==> src/rtl/sigmoid_arbiter.sv <==
// -----------------------------------------------------------------------------
// sigmoid_arbiter
//
// Shares one combinational Q4.12 sigmoid unit among NUM_REQ requesters.
// Requesters are served round-robin. The winning operand is registered onto
// sig_x. The block then waits SIG_LAT cycles for the sigmoid to settle,
// captures sig_y and returns it with the requester index on a valid/ready
// response channel.
//
// Ports:
//   clk        clock, all logic on the rising edge
//   rst_n      synchronous active-low reset
//   req_valid  per-requester request valid            [NUM_REQ]
//   req_x      packed operands, requester i at [i*DATA_W +: DATA_W]
//   req_ready  one-hot grant/accept (combinational, IDLE only)
//   sig_x      registered operand to the shared sigmoid
//   sig_y      sigmoid result
//   rsp_valid  response valid
//   rsp_y      registered result
//   rsp_id     index of the requester that owns rsp_y
//   rsp_ready  consumer accepts the response
//   busy       high whenever the FSM is not in IDLE
// -----------------------------------------------------------------------------
module sigmoid_arbiter #(
    parameter int NUM_REQ = 4,
    parameter int DATA_W  = 16,
    parameter int ID_W    = 2,
    parameter int SIG_LAT = 1
) (
    input  logic                      clk,
    input  logic                      rst_n,
    input  logic [NUM_REQ-1:0]        req_valid,
    input  logic [NUM_REQ*DATA_W-1:0] req_x,
    output logic [NUM_REQ-1:0]        req_ready,
    output logic [DATA_W-1:0]         sig_x,
    input  logic [DATA_W-1:0]         sig_y,
    output logic                      rsp_valid,
    output logic [DATA_W-1:0]         rsp_y,
    output logic [ID_W-1:0]           rsp_id,
    input  logic                      rsp_ready,
    output logic                      busy
);

    // SIG_LAT is limited to 1..15, so the settle counter fits in 4 bits.
    localparam int CNT_W = 4;

    typedef enum logic [1:0] {
        IDLE = 2'd0,
        EVAL = 2'd1,
        RESP = 2'd2
    } state_t;

    state_t              state_r;
    state_t              state_nxt_s;
    logic [ID_W-1:0]     rr_ptr_r;
    logic [CNT_W-1:0]    cnt_r;
    logic [DATA_W-1:0]   sig_x_r;
    logic [DATA_W-1:0]   rsp_y_r;
    logic [ID_W-1:0]     rsp_id_r;
    logic                rsp_valid_r;
    logic                busy_r;

    logic [NUM_REQ-1:0]  grant_s;
    logic [ID_W-1:0]     grant_idx_s;
    logic                grant_found_s;
    logic [ID_W-1:0]     next_ptr_s;
    logic [DATA_W-1:0]   grant_x_s;

    // Round-robin search: first valid requester at or after rr_ptr, with wrap.
    always_comb begin
        int              idx_v;
        logic [ID_W-1:0] idx_b;
        idx_v         = 0;
        idx_b         = '0;
        grant_s       = '0;
        grant_idx_s   = '0;
        grant_found_s = 1'b0;
        for (int k = 0; k < NUM_REQ; k++) begin
            idx_v = int'(rr_ptr_r) + k;
            if (idx_v >= NUM_REQ) begin
                idx_v = idx_v - NUM_REQ;
            end else begin
                idx_v = idx_v;
            end
            idx_b = ID_W'(idx_v);
            if (!grant_found_s && req_valid[idx_b]) begin
                grant_found_s  = 1'b1;
                grant_s[idx_b] = 1'b1;
                grant_idx_s    = idx_b;
            end else begin
                grant_found_s = grant_found_s;
            end
        end
    end

    // Pointer that follows the winner, plus the winner's operand.
    always_comb begin
        if (grant_idx_s == ID_W'(NUM_REQ - 1)) begin
            next_ptr_s = '0;
        end else begin
            next_ptr_s = grant_idx_s + ID_W'(1);
        end
        grant_x_s = req_x[int'(grant_idx_s)*DATA_W +: DATA_W];
    end

    // Grants are only offered while IDLE.
    always_comb begin
        if (state_r == IDLE) begin
            req_ready = grant_s;
        end else begin
            req_ready = '0;
        end
    end

    // Next-state logic.
    always_comb begin
        state_nxt_s = state_r;
        case (state_r)
            IDLE: begin
                if (grant_found_s) begin
                    state_nxt_s = EVAL;
                end else begin
                    state_nxt_s = IDLE;
                end
            end
            EVAL: begin
                if (cnt_r == '0) begin
                    state_nxt_s = RESP;
                end else begin
                    state_nxt_s = EVAL;
                end
            end
            RESP: begin
                if (rsp_ready) begin
                    state_nxt_s = IDLE;
                end else begin
                    state_nxt_s = RESP;
                end
            end
            default: begin
                state_nxt_s = IDLE;
            end
        endcase
    end

    // State register; busy is registered from the next state so it tracks state_r.
    always_ff @(posedge clk) begin
        if (!rst_n) begin
            state_r <= IDLE;
            busy_r  <= 1'b0;
        end else begin
            state_r <= state_nxt_s;
            busy_r  <= (state_nxt_s != IDLE);
        end
    end

    // Datapath: operand capture, settle counter and response registers.
    always_ff @(posedge clk) begin
        if (!rst_n) begin
            rr_ptr_r    <= '0;
            cnt_r       <= '0;
            sig_x_r     <= '0;
            rsp_y_r     <= '0;
            rsp_id_r    <= '0;
            rsp_valid_r <= 1'b0;
        end else begin
            case (state_r)
                IDLE: begin
                    if (grant_found_s) begin
                        sig_x_r  <= grant_x_s;
                        rsp_id_r <= grant_idx_s;
                        rr_ptr_r <= next_ptr_s;
                        cnt_r    <= CNT_W'(SIG_LAT - 1);
                    end
                end
                EVAL: begin
                    // sig_y is sampled only on the last settle cycle.
                    if (cnt_r != '0) begin
                        cnt_r <= cnt_r - CNT_W'(1);
                    end else begin
                        rsp_y_r     <= sig_y;
                        rsp_valid_r <= 1'b1;
                    end
                end
                RESP: begin
                    if (rsp_ready) begin
                        rsp_valid_r <= 1'b0;
                    end
                end
                default: begin
                    rsp_valid_r <= 1'b0;
                end
            endcase
        end
    end

    assign sig_x     = sig_x_r;
    assign rsp_y     = rsp_y_r;
    assign rsp_id    = rsp_id_r;
    assign rsp_valid = rsp_valid_r;
    assign busy      = busy_r;

endmodule
==> config.mk <==
export PLATFORM = sky130hd
export DESIGN_NAME = sigmoid_arbiter
export DESIGN_NICKNAME = d
export VERILOG_FILES = /design/src/rtl/sigmoid_arbiter.sv
export SDC_FILE = /design/constraint.sdc
export NUM_CORES = 1
export LEC_CHECK = 0
export BUFFER_PORTS_ARGS = -buffer_cell sky130_fd_sc_hd__buf_2
export CAP_MARGIN = 20
export CELL_PAD_IN_SITES_DETAIL_PLACEMENT = 0
export CELL_PAD_IN_SITES_GLOBAL_PLACEMENT = 1
export CORE_MARGIN = 2
export CORE_UTILIZATION = 25
export CTS_CLUSTER_DIAMETER = 200
export DETAILED_ROUTE_END_ITERATION = 7
export PLACE_DENSITY = 0.68
export SETUP_SLACK_MARGIN = 0.02
export SLEW_MARGIN = 20
export SYNTH_ARGS = -nofsm -noshare
export SYNTH_HDL_FRONTEND = slang
export SYNTH_SLANG_ARGS = --single-unit
==> constraint.sdc <==
create_clock -name clk -period 11 [get_ports clk]
set_clock_uncertainty 0.2 [all_clocks]
set_input_delay 3.3 -clock clk [delete_from_list [all_inputs] [get_ports clk]]
set_output_delay 3.3 -clock clk [all_outputs]
set_load 0.01 [all_outputs]
== After elaboration in Yosys (flattened, before gate mapping) ==
Cells that the tools add are included.
W data, S select, Z words.

* Register bits after elaboration: 44
* Output and inout port bits: 40
* Input port bits: 87

* Equal/unequal tests: 7
* Shift-type cells: 1
* Magnitude comparators: 12
* Multiplexer cells: 44
* Bitwise operators: 5
* Reduce and logical (&&, ||, !) cells: 19
* Add/subtract/negate cells: 9

{| class="wikitable"
|+ Operators with widths
! kind !! number
|-
| $shiftx A64 B7 Y16 || 1
|-
| $mux W4 || 7
|-
| $mux W2 || 11
|-
| $mux W1 || 15
|-
| $lt A2 B3 Y1 const B || 4
|-
| $or A4 B4 Y4 || 3
|-
| $ge A3 B3 Y1 const B || 3
|-
| $bmux W1 S2 || 4
|-
| $demux W1 S2 || 4
|-
| $ge A2 B1 Y1 const B || 4
|-
| $ne A2 B2 Y1 const B || 4
|-
| $pmux W4 S2 || 1
|-
| $sub A2 B1 Y2 const B || 4
|-
| $logic_and A1 B1 Y1 || 7
|-
| $add A2 B2 Y3 const B || 2
|-
| $pmux W2 S3 || 1
|-
| $reduce_and A3 Y1 || 2
|-
| $eq A2 B2 Y1 const B || 2
|-
| $logic_not A4 Y1 || 1
|-
| $reduce_and A2 Y1 || 2
|-
| $reduce_bool A2 Y1 || 2
|-
| $reduce_bool A4 Y1 || 1
|-
| $sub A4 B1 Y4 const B || 1
|-
| $add A2 B1 Y3 const B || 1
|-
| other kinds (7) || 10
|}

== Longest topological paths before layout ==
* Depth after elaboration: 17
* Depth in mapped cells: 15
* Depth with buffers taken out: 11

== Worst setup path after synthesis ==
Ideal clock, no wire load.

* Path type: input to output
* Start: in req_valid[3]
* End: out req_ready[0]
* Data required time: 7.500 ns
* Arrival time: 4.571 ns
* Path slack: 2.929 ns
* Stages on the path: 7
* Path through: buf_4 mux4_1 nor2b_4 a22oi_1 nor2_1 a221oi_1 nor2_1

* Word-level cells in the longest chain between the ends: 13
* Elaborated cells on any way between the ends: 25
* Those cells by class: mux: 16; bitwise: 3; reduce/logical: 6

{| class="wikitable"
|+ RTL lines
! item !! RTL line !! source
|-
| start, declared || 32 || <nowiki>input logic [NUM_REQ-1:0] req_valid,</nowiki>
|-
| $bmux W1 S2 || 86 || <nowiki>if (!grant_found_s && req_valid[idx_b]) begin</nowiki>
|-
| $mux W1 (implied by the code) || 86 ||
|-
| $mux W1 || 86 ||
|-
| $logic_not A1 Y1 || 86 ||
|-
| $logic_and A1 B1 Y1 || 86 ||
|-
| $mux W1 || 86 ||
|-
| $logic_not A1 Y1 || 86 ||
|-
| $logic_and A1 B1 Y1 || 86 ||
|-
| $mux W1 || 86 ||
|-
| $logic_not A1 Y1 || 86 ||
|-
| $logic_and A1 B1 Y1 || 86 ||
|-
| $mux W4 * || 86 ||
|-
| $mux W4 * || 108 || <nowiki>if (state_r == IDLE) begin</nowiki>
|-
| end, declared || 34 || <nowiki>output logic [NUM_REQ-1:0] req_ready,</nowiki>
|}

Mark *: on every way between the ends. The rest lies on a longest branch, timed or not. The select of a mux whose other input is x is not followed.

== Final worst setup path ==
* Start: in req_valid[3]
* End: out req_ready[3]

The elaborated chain is that of the path after synthesis.

==> flow_summary.yaml <==
status:
  outcome: "complete, no violations"
drt:
  firstDrtPassIters: 4
  drtAntennaViolNets: 0
  routed_wl_um: 6423
  dr.first_iter.drc_count: 94
  vias: 2296
  drc_errors: 0
  wl_per_cell_um: 13.00
  vias_per_cell: 4.648
power:
  powerDensity_nw_per_um2: 278.0
  leakagePower_nw: 1.558
  total_power_mw: 0.9160
  ir_drop_mv: 0.1723
clocking:
  cts_tree: "yes"
  cts-root-buf: "clkbuf_8"
  cts_buffer_depth: 2
  cts_sinks: 44
  cts_max_level: 2
  cts_hold_buf: 0
  path_clk_slew_ps: 80
  cts_buffers: 5
  clock_latency_ps: 290
  cts_resized: 0
  postCtsSetupRepairBufs: 0
die:
  ios: 127
  die_h_um: 104.7
  die_x_um: 104.7
  num_rows: 36
  die_area_um2: 10960
  core_area_um2: 9819
  start_util_pct: 25.80
hold_path:
  min_path_type: "reg -> reg"
global_routing:
  grt_use_total_pct: 11.53
  grt_pass1_vias: 2206
  grt-ovfl-total: 0
  grt_max_degree: 28
  grt_first_pass_wirelength_um: 10450
  antenna_found_initial: 0
setup_path:
  critPathKind: "in -> out"
  cp_max_fo: 9
  cp-end-kind: "primary output"
  critPathLaunchType: "primary input"
  arrival_ps: 4790
  path_buf_inv: 2
  crit_chain: "buf_2 -> mux4_1 -> nor2b_4 -> a22oi_1 -> nor2_1 -> a221oi_1 -> nor2_1 -> buf_2"
  slowest_stage: "mux4_1"
  cpPeakStageDelay_ps: 530
  path_delay_family: "multiplexers"
  cp.required_ps: 7500
cells_and_area:
  seq_area_um2: 880.8
  final_common_cell: "buf_2"
  final_util_pct: 33.55
  layout.nets: 457
  design_area_um2: 3294
  final_cell_mix: "126 x buf_2, 44 x dfxtp_1, 38 x nand2_1"
  drive_gt1_share_pct: 41.55
  area_growth_pct: 30.02
  multi_input_area_um2: 1494
  n_fill_cell: 1071
  insertedDiodeCount: 0
  instances_no_fill: 494
timing:
  fmax_ghz: 0.1206
  period_needed_ps: 8291
  final.period_utilization_pct: 75.38
  fin_tns_setup_ps: 0
  worst_pin_slew_ps: 892.6
  slew_viol_final: 0
  rsz0062_at_grt: "false"
  finalSetupViolCount: 0
  hold_viol: 0
  fin_ws_ps: 2709
  whs_ps: 262.0
  slew_headroom_pct: 40.49
synthesis:
  synth_seq_cells: 44
  synth_cell_type_count: 41
  syn_inst: 244
  yosys_warnings: 0
  ys_seq_area_share_pct: 34.77
  syn_nets: 341
  syn_area_per_cell_um2: 10.38
  synth_area_um2: 2534
place:
  place_area_um2: 3202
  post-dp-hpwl_um: 4861
  io_buffers: 126
  dp.cells: 486
  pre_cts_ws_ps: 2691
  gp_congestion: 0.7991
flow_run:
  maxCapViolCount: 0
-- worst paths after layout --
check	startpoint	endpoint	slack, ps	cells after the start
max reg2reg	rr_ptr_r[0]	sig_x[15]	6680	7
max	req_valid[3]	req_ready[3]	2710	8
min	rsp_y[12]	rsp_y[12]	260	2
min reg2reg	rsp_y[12]	rsp_y[12]	260	2
-- power by group --
group | total [mW] | internal, mW | switching [mW]
Clock | 0.105 | 0.0502 | 0.0548
Sequential | 0.268 | 0.224 | 0.0439
Combinational | 0.543 | 0.262 | 0.282
-- Yosys cell counts --
cell           number  share of area (%)
dfxtp_1            44                 35
nand2_1            38                5.6
nor2_1             18                2.7
a21boi_0           17                5.0
a22o_1             16                5.5
ha_1               10                4.9
mux4_2             10                8.9
mux4_1              9                9.3
inv_1               6               0.89
nor2b_1             6                1.5
and2_1              5                1.2
buf_4               5                1.5
clkbuf_1            5               0.74
o21ai_0             5               0.99
a221oi_1            4                1.4
a22oi_1             4                1.2
buf_6               4                1.8
a21oi_1             3               0.59
mux2i_1             3                1.2
nand2b_1            3               0.74
nor3_1              3               0.59
xnor2_1             3                1.0
a32oi_1             2               0.69
nand3_1             2               0.40
o211a_1             2               0.79
or2_2               2               0.49
a21o_1              1               0.30
a22oi_4             1               0.84
a31oi_1             1               0.25
and4b_1             1               0.40
buf_1               1               0.15
buf_12              1               0.79
buf_2               1               0.20
dlygate4sd1_1       1               0.35
nand4_1             1               0.25
nor2b_4             1               0.54
o21bai_1            1               0.30
o22ai_1             1               0.25
o311ai_0            1               0.35
o31a_1              1               0.35
or2_1               1               0.25
-- sequential cells by signal, summed over array words and instances, names as in the netlist --
name / flops
rsp_id: 2
rsp_valid: 1
rsp_y: 16
sig_x: 16
rr_ptr_r: 2
cnt_r: 4
busy: 1
state_r: 2
-- cell type report --
cell class,count,share of cell area [%]
flip-flops and latches,44,26.74
inverters,6,0.6836
well taps,133,5.051
repair buffers,127,19.37
clock buffers,6,2.507
multi-input cells,176,45.35
clock inverters,2,0.3038
-- worst min-delay path, stage by stage (launching register included) --
cell and delay [ps]:
dfxtp_1 310, nand2_1 50, a21boi_0 60
-- metal layers --
layer  wire length, um  vias to the layer above  track usage (%)
met5                 0                        -                0
met4                63                        0            3.429
met3               370                        4            2.121
met2              3289                       69            20.77
met1              2699                     1093            13.91
li1                  -                     1130                -
-- logic make-up (layout without fill, tap and decap cells) --
logic type                 count (synthesis)  after routing  synth area share (%)
adders and majority gates                 10             10                 4.938
and+or+nand+nor                           81             81                 14.67
buffers and inverters                     24            141                 6.370
muxes                                     22             22                 19.41
AOI/OAI and AO/OA                         60             60                 18.81
xor gates and xnor gates                   3              3                 1.037
DFF                                       44             44                 34.77
No activity file was read; power rests on OpenSTA's default activity.
